File: config.mk
export PLATFORM = sky130hd
export DESIGN_NAME = fnd_scan_controller_flat
export DESIGN_NICKNAME = d
export VERILOG_FILES = /design/src/rtl/fnd_pkg.sv /design/src/rtl/fnd_scan_controller_if.sv /design/src/rtl/bin2bcd_seq.sv /design/src/rtl/fnd_scan_controller.sv /design/src/flat_wrapper.sv
export SDC_FILE = /design/constraint.sdc
export NUM_CORES = 1
export LEC_CHECK = 0
export CORE_MARGIN = 2
export CORE_UTILIZATION = 53
export CTS_CLUSTER_DIAMETER = 150
export CTS_CLUSTER_SIZE = 8
export DETAILED_ROUTE_END_ITERATION = 8
export HOLD_SLACK_MARGIN = 0.1
export PLACE_DENSITY = 0.78
export SLEW_MARGIN = 20
export SYNTH_ARGS = -nofsm -noshare
export SYNTH_HDL_FRONTEND = slang
export SYNTH_SLANG_ARGS = --single-unit
File: constraint.sdc
create_clock -name i_clk -period 2.64 [get_ports i_clk]
set_input_delay 0.528 -clock i_clk [delete_from_list [all_inputs] [get_ports i_clk]]
set_output_delay 0.528 -clock i_clk [all_outputs]
set_load 0.02 [all_outputs]
File: src/rtl/fnd_pkg.sv
// fnd_pkg: shared widths, display limits, conversion-FSM states and input saturation helper
package fnd_pkg;
  localparam int FND_DIGITS = 4;
  localparam int BCD_W = 4;
  localparam int BIN_W = 14;
  localparam int FND_MAX = 9999;
  localparam int BCD_TOT = FND_DIGITS * BCD_W;
  typedef enum logic [1:0] {IDLE, CONVERT, COMMIT} conv_state_e;
  function automatic logic [BIN_W-1:0] sat_bin(input logic [BIN_W-1:0] v);
    return v > BIN_W'(FND_MAX) ? BIN_W'(FND_MAX) : v;
  endfunction
endpackage

File: src/rtl/fnd_scan_controller_if.sv
// fnd_scan_controller_if: load bus (i_data/i_load) in, busy and scanned digit drive (o_digitSelect/o_value/o_en) out
interface fnd_scan_controller_if;
  import fnd_pkg::*;
  logic [BIN_W-1:0] i_data;
  logic i_load;
  logic o_busy;
  logic [1:0] o_digitSelect;
  logic [BCD_W-1:0] o_value;
  logic o_en;
  modport master(output i_data, i_load, input o_busy, o_digitSelect, o_value, o_en);
  modport slave(input i_data, i_load, output o_busy, o_digitSelect, o_value, o_en);
endinterface

File: src/rtl/bin2bcd_seq.sv
// bin2bcd_seq: sequential double-dabble; i_start/i_bin in, o_busy (15 cycles), o_done (commit cycle) and o_bcd out
module bin2bcd_seq
  import fnd_pkg::*;
(
  input  logic               i_clk,
  input  logic               i_reset,
  input  logic               i_start,
  input  logic [BIN_W-1:0]   i_bin,
  output logic               o_busy,
  output logic               o_done,
  output logic [BCD_TOT-1:0] o_bcd
);
  conv_state_e state_q;
  logic [BCD_TOT+BIN_W-1:0] sr_q, adj;
  logic [3:0] cnt_q;
  always_comb begin
    adj = sr_q;
    for (int n = 0; n < FND_DIGITS; n++)
      adj[BIN_W+n*BCD_W +: BCD_W] = sr_q[BIN_W+n*BCD_W +: BCD_W] >= BCD_W'(5) ? sr_q[BIN_W+n*BCD_W +: BCD_W] + BCD_W'(3) : sr_q[BIN_W+n*BCD_W +: BCD_W];
  end
  assign o_bcd = sr_q[BIN_W +: BCD_TOT];
  always_ff @(posedge i_clk) begin
    if (i_reset) begin
      state_q <= IDLE;
      sr_q <= '0;
      cnt_q <= '0;
      o_busy <= 1'b0;
      o_done <= 1'b0;
    end else begin
      case (state_q)
        IDLE: if (i_start) begin
          state_q <= CONVERT;
          sr_q <= {{BCD_TOT{1'b0}}, sat_bin(i_bin)};
          cnt_q <= '0;
          o_busy <= 1'b1;
        end
        CONVERT: begin
          sr_q <= adj << 1;
          cnt_q <= cnt_q + 4'd1;
          if (cnt_q == 4'(BIN_W-1)) begin
            state_q <= COMMIT;
            o_done <= 1'b1;
          end
        end
        COMMIT: begin
          state_q <= IDLE;
          o_busy <= 1'b0;
          o_done <= 1'b0;
        end
        default: state_q <= IDLE;
      endcase
    end
  end
endmodule

File: src/rtl/fnd_scan_controller.sv
// fnd_scan_controller: i_clk/i_reset plus slave bus; converts loaded value to BCD and scans 4 FND digits with optional leading-zero blanking
module fnd_scan_controller
  import fnd_pkg::*;
#(
  parameter int REFRESH_DIV = 100000,
  parameter bit LEAD_ZERO_BLANK = 1'b1
) (
  input logic i_clk,
  input logic i_reset,
  fnd_scan_controller_if.slave bus
);
  localparam int CW = $clog2(REFRESH_DIV);
  logic [CW-1:0] cnt_q;
  logic [1:0] idx_q, idx_d;
  logic [BCD_TOT-1:0] disp_q, disp_d, bcd;
  logic [BCD_W-1:0] val_d;
  logic done, tick, en_d;
  bin2bcd_seq u_conv (
    .i_clk(i_clk),
    .i_reset(i_reset),
    .i_start(bus.i_load),
    .i_bin(bus.i_data),
    .o_busy(bus.o_busy),
    .o_done(done),
    .o_bcd(bcd)
  );
  // outputs are built from next-state index and display so a tick and a commit land together
  always_comb begin
    tick = cnt_q == CW'(REFRESH_DIV-1);
    idx_d = idx_q + 2'(tick);
    disp_d = done ? bcd : disp_q;
    val_d = disp_d[idx_d*BCD_W +: BCD_W];
    en_d = !LEAD_ZERO_BLANK || idx_d == 2'd0 || (disp_d >> (idx_d*BCD_W)) != '0;
  end
  always_ff @(posedge i_clk) begin
    if (i_reset) begin
      cnt_q <= '0;
      idx_q <= '0;
      disp_q <= '0;
      bus.o_digitSelect <= '0;
      bus.o_value <= '0;
      bus.o_en <= 1'b1;
    end else begin
      cnt_q <= tick ? '0 : cnt_q + CW'(1);
      idx_q <= idx_d;
      disp_q <= disp_d;
      bus.o_digitSelect <= idx_d;
      bus.o_value <= val_d;
      bus.o_en <= en_d;
    end
  end
endmodule
File: src/flat_wrapper.sv
// flat-port wrapper written by rule: the top's interface ports become plain ports
module fnd_scan_controller_flat import fnd_pkg::*;
#(
  parameter int REFRESH_DIV = 100000,
  parameter bit LEAD_ZERO_BLANK = 1'b1
)
  (i_clk, i_reset, bus_i_data, bus_i_load, bus_o_busy, bus_o_digitSelect, bus_o_value, bus_o_en);
  fnd_scan_controller_if bus_i ();
  input logic i_clk;
  input logic i_reset;
  input wire logic [$bits(bus_i.i_data)-1:0] bus_i_data;
  input wire logic [$bits(bus_i.i_load)-1:0] bus_i_load;
  output wire logic [$bits(bus_i.o_busy)-1:0] bus_o_busy;
  output wire logic [$bits(bus_i.o_digitSelect)-1:0] bus_o_digitSelect;
  output wire logic [$bits(bus_i.o_value)-1:0] bus_o_value;
  output wire logic [$bits(bus_i.o_en)-1:0] bus_o_en;
  assign bus_i.i_data = bus_i_data;
  assign bus_i.i_load = bus_i_load;
  assign bus_o_busy = bus_i.o_busy;
  assign bus_o_digitSelect = bus_i.o_digitSelect;
  assign bus_o_value = bus_i.o_value;
  assign bus_o_en = bus_i.o_en;
  fnd_scan_controller #(.REFRESH_DIV(REFRESH_DIV), .LEAD_ZERO_BLANK(LEAD_ZERO_BLANK)) u_core (.i_clk(i_clk), .i_reset(i_reset), .bus(bus_i));
endmodule
==> results.cfg <==
[outcome]
status = complete, no violations

[synth]
synth-async-reset-ratio_pct = 0
avgSynthCellArea_sq_um = 9.71
synth_warnings = 0
syn-cell-area_sq_um = 3730
syn_inst = 384
ys_seq_area_share_pct = 41.9
ys.flop_type = dfxtp_1
synth_nets = 413
synthDistinctLibCells = 60
synth_seq_cells = 78
synth_edf_count = 0

[worst_setup_path]
worstPathBufferInverterCount = 0
crit_chain = ha_4 -> and4_1 -> and2_1 -> and4_4 -> ha_4 -> mux4_2 -> nand3b_1 -> o31ai_2 -> nand4_1
end_kind = register
r2r_end = u_core.bus.o_en
worstSetupPathType = reg -> reg
regToRegStartpoint = u_core.cnt_q[1]
start_kind = register
slowest_stage = mux4_2
worstPathRequired_ns = 2.87
rr_worst_depth = 9
critPathTopFamily = simple AND/OR/NAND/NOR gates
worst_path_most_repeated_cell = ha_4
crit_cells = 9
worst_path_largest_cell_delay_ns = 0.52
ff2ff_setup_slack_ns = 0.15
cp_data_arrival_time_ns = 2.72
critPathMaxFanout = 6

[layout]
postLayoutCellArea_sq_um = 4310
n_antenna_cell = 0
fill_cells = 555
layout.cells.most_common = dfxtp_1
nets = 437
syn_to_final_growth_pct = 15.6
final_cell_mix = 77 x dfxtp_1, 58 x nor2_1, 24 x mux2i_1, 24 x clkdlybuf4s50_1, 17 x a21oi_1
drive_gt1_share_pct = 11.4
register_area_sq_um = 1560
multiInputGateArea_sq_um = 2060

[route]
ant_nets = 0
wl_mm = 7.66
wl_per_cell_um = 15.1
remaining_drc_errors = 0
via_per_inst = 5.78
dr_total_vias = 2940
first_iter_violations = 133
first_pass_iters = 4

[sta]
hold_violations = 0
slew_headroom_pct = 59.0
max_slew.worst_pin.slew_ns = 0.612
setup_viol = 0
rsz0062_at_grt = no
fin_setup_tns_ns = 0
fmax_mhz = 402
slew_violations = 0
worst_clock_skew_ns = 0.00648
timing.final.crit_period_ns = 2.49
period_share_pct = 94.3

[clocking]
cts_hold_buffers = 0
htreeDepth = 3
worstSkewPairLatency_ns = 0.35
cts_tree = yes
cts_made_buffers = 9
root_buffer = clkbuf_8
cts.clk_slew.worst_paths_ns = 0.08
numClockSinks = 78
clk_path_buf_depth = 2

[floorplanning]
die_x_um = 87.9
die_y_um = 87.9
num_rows = 30
core_area_sq_um = 6790
die_area_sq_um = 7720
ioPinCount = 25
start_util_pct = 54.9

[power]
p_leak_nw = 1.57
powerDensity_nw_per_um2 = 528
peakVddDrop_mv = 0.286

[flow_run]
drv_cap = 0

[worst_hold_path]
holdPathStages = 2
hp-class = reg -> reg
holdPathEnd = u_core.u_conv.sr_q[14]
hp-start = u_core.u_conv.sr_q[13]

[placement]
placed_area_sq_um = 4080
hpwl_mm = 5.37
gp_congestion = 0.921
port_buffers = 24

[global_routing]
antenna_found_initial = 0
grt_pass1_vias = 2754
grt_max_degree = 43
grt-ovfl-total = 0
grt_util_all_layers_pct = 21.5
grt_pass1_wl_mm = 13.0
[where the power goes]
part	switching [mW]	total (mW)	internal, mW
Clock	0.419	0.907	0.488
Combinational	0.0772	0.146	0.0685
Sequential	0.0223	1.22	1.20
Total	0.519	2.28	1.76
[cells in the mapped netlist, types with 4 or more instances]
library cell	count	area, sq um
clkbuf_1	11	41.3
nand2_1	12	45.0
o221a_1	7	78.8
ha_1	12	150
dfxtp_1	78	1560
nand2b_1	7	43.8
xnor2_1	10	87.6
xor2_1	9	78.8
mux2i_1	24	240
o22ai_1	6	37.5
and3_1	4	25.0
a22oi_1	6	45.0
buf_2	5	25.0
nand4_1	7	43.8
nor4_1	5	31.3
o21ai_0	7	35.0
a32o_1	4	40.0
mux4_2	7	158
nor3_1	5	25.0
o31ai_1	5	37.5
nand3_1	7	35.0
a22o_1	4	35.0
nor2_1	58	218
inv_1	12	45.0
o211ai_1	5	37.5
a21oi_1	17	85.1
[state kept, by name (all words and copies together), names as in the netlist]
signal	count
u_core.bus.o_en	1
u_core.bus.o_value	4
u_core.cnt_q	17
u_core.disp_q	16
u_core.idx_q	2
u_core.u_conv.cnt_q	4
u_core.u_conv.o_busy	1
u_core.u_conv.o_done	1
u_core.u_conv.sr_q	30
u_core.u_conv.state_q	2
[tightest hold or removal path: stages (launching register included)]
cell,delay [ns]
dfxtp_1,0.31
nand2_1,0.05
o21ai_1,0.05
[kinds of logic after synthesis]
kind of cell    after synthesis  share of synthesized area [%]
buf+inv                      33                           4.06
fa+ha+maj                    12                           4.03
mux                          33                           11.3
flops                        78                           41.9
simple gates                130                           17.9
xor+xnor                     20                           4.90
compound gates               78                           15.9
[how the worst max path moves through the flow]
stage / from / endpoint / slack (ns)
2_1_floorplan: u_core.cnt_q[0] / u_core.bus.o_en / 0.07
3_3_place_gp: u_core.cnt_q[0] / u_core.bus.o_en / 0.13
3_5_place_dp: u_core.cnt_q[0] / u_core.bus.o_en / 0.08
4_1_cts: u_core.cnt_q[0] / u_core.bus.o_en / 0.06
5_1_grt: u_core.cnt_q[1] / u_core.bus.o_en / 0.02
6_report: u_core.cnt_q[1] / u_core.bus.o_en / 0.15
[metal layers]
layer	global-route usage, %	share of wire (%)	up-vias
li1	-	-	1446
met5	0	0	-
met3	6.31	4.5	19
met4	8.25	2.3	0
met1	28.1	46	1403
met2	33.7	47	72
[through the flow]
| stage | utilization [%] | setup WS, ns | power [mW] | instances | hold WS, ns |
|---|---|---|---|---|---|
| detailed placement | 60.0 | 0.0836 | 1.39 | 492 | 0.455 |
| finish | 63.4 | 0.149 | 2.28 | 509 | 0.460 |
| floorplan | - | 0.0722 | 1.34 | 384 | 0.430 |
| global placement | 60.0 | 0.131 | 1.39 | 492 | 0.443 |
| CTS | 63.0 | 0.0618 | 2.29 | 508 | 0.465 |
| global route | 63.4 | 0.0203 | 2.36 | 509 | 0.491 |
[timing repair]
action / CTS / global route
endpoints found under the setup margin: 0 / 1
gates resized for setup: 0 / 5
buffers inserted: 0 / 1
[area by class of cell]
class | count | area share (%)
clock buffer | 13 | 3.69
clock inverter | 3 | 0.988
inverter | 14 | 1.22
multi-input combinational | 273 | 47.8
sequential | 78 | 36.3
tap | 96 | 2.79
timing repair buffer | 32 | 7.26
No activity file was read; power rests on OpenSTA's default activity.
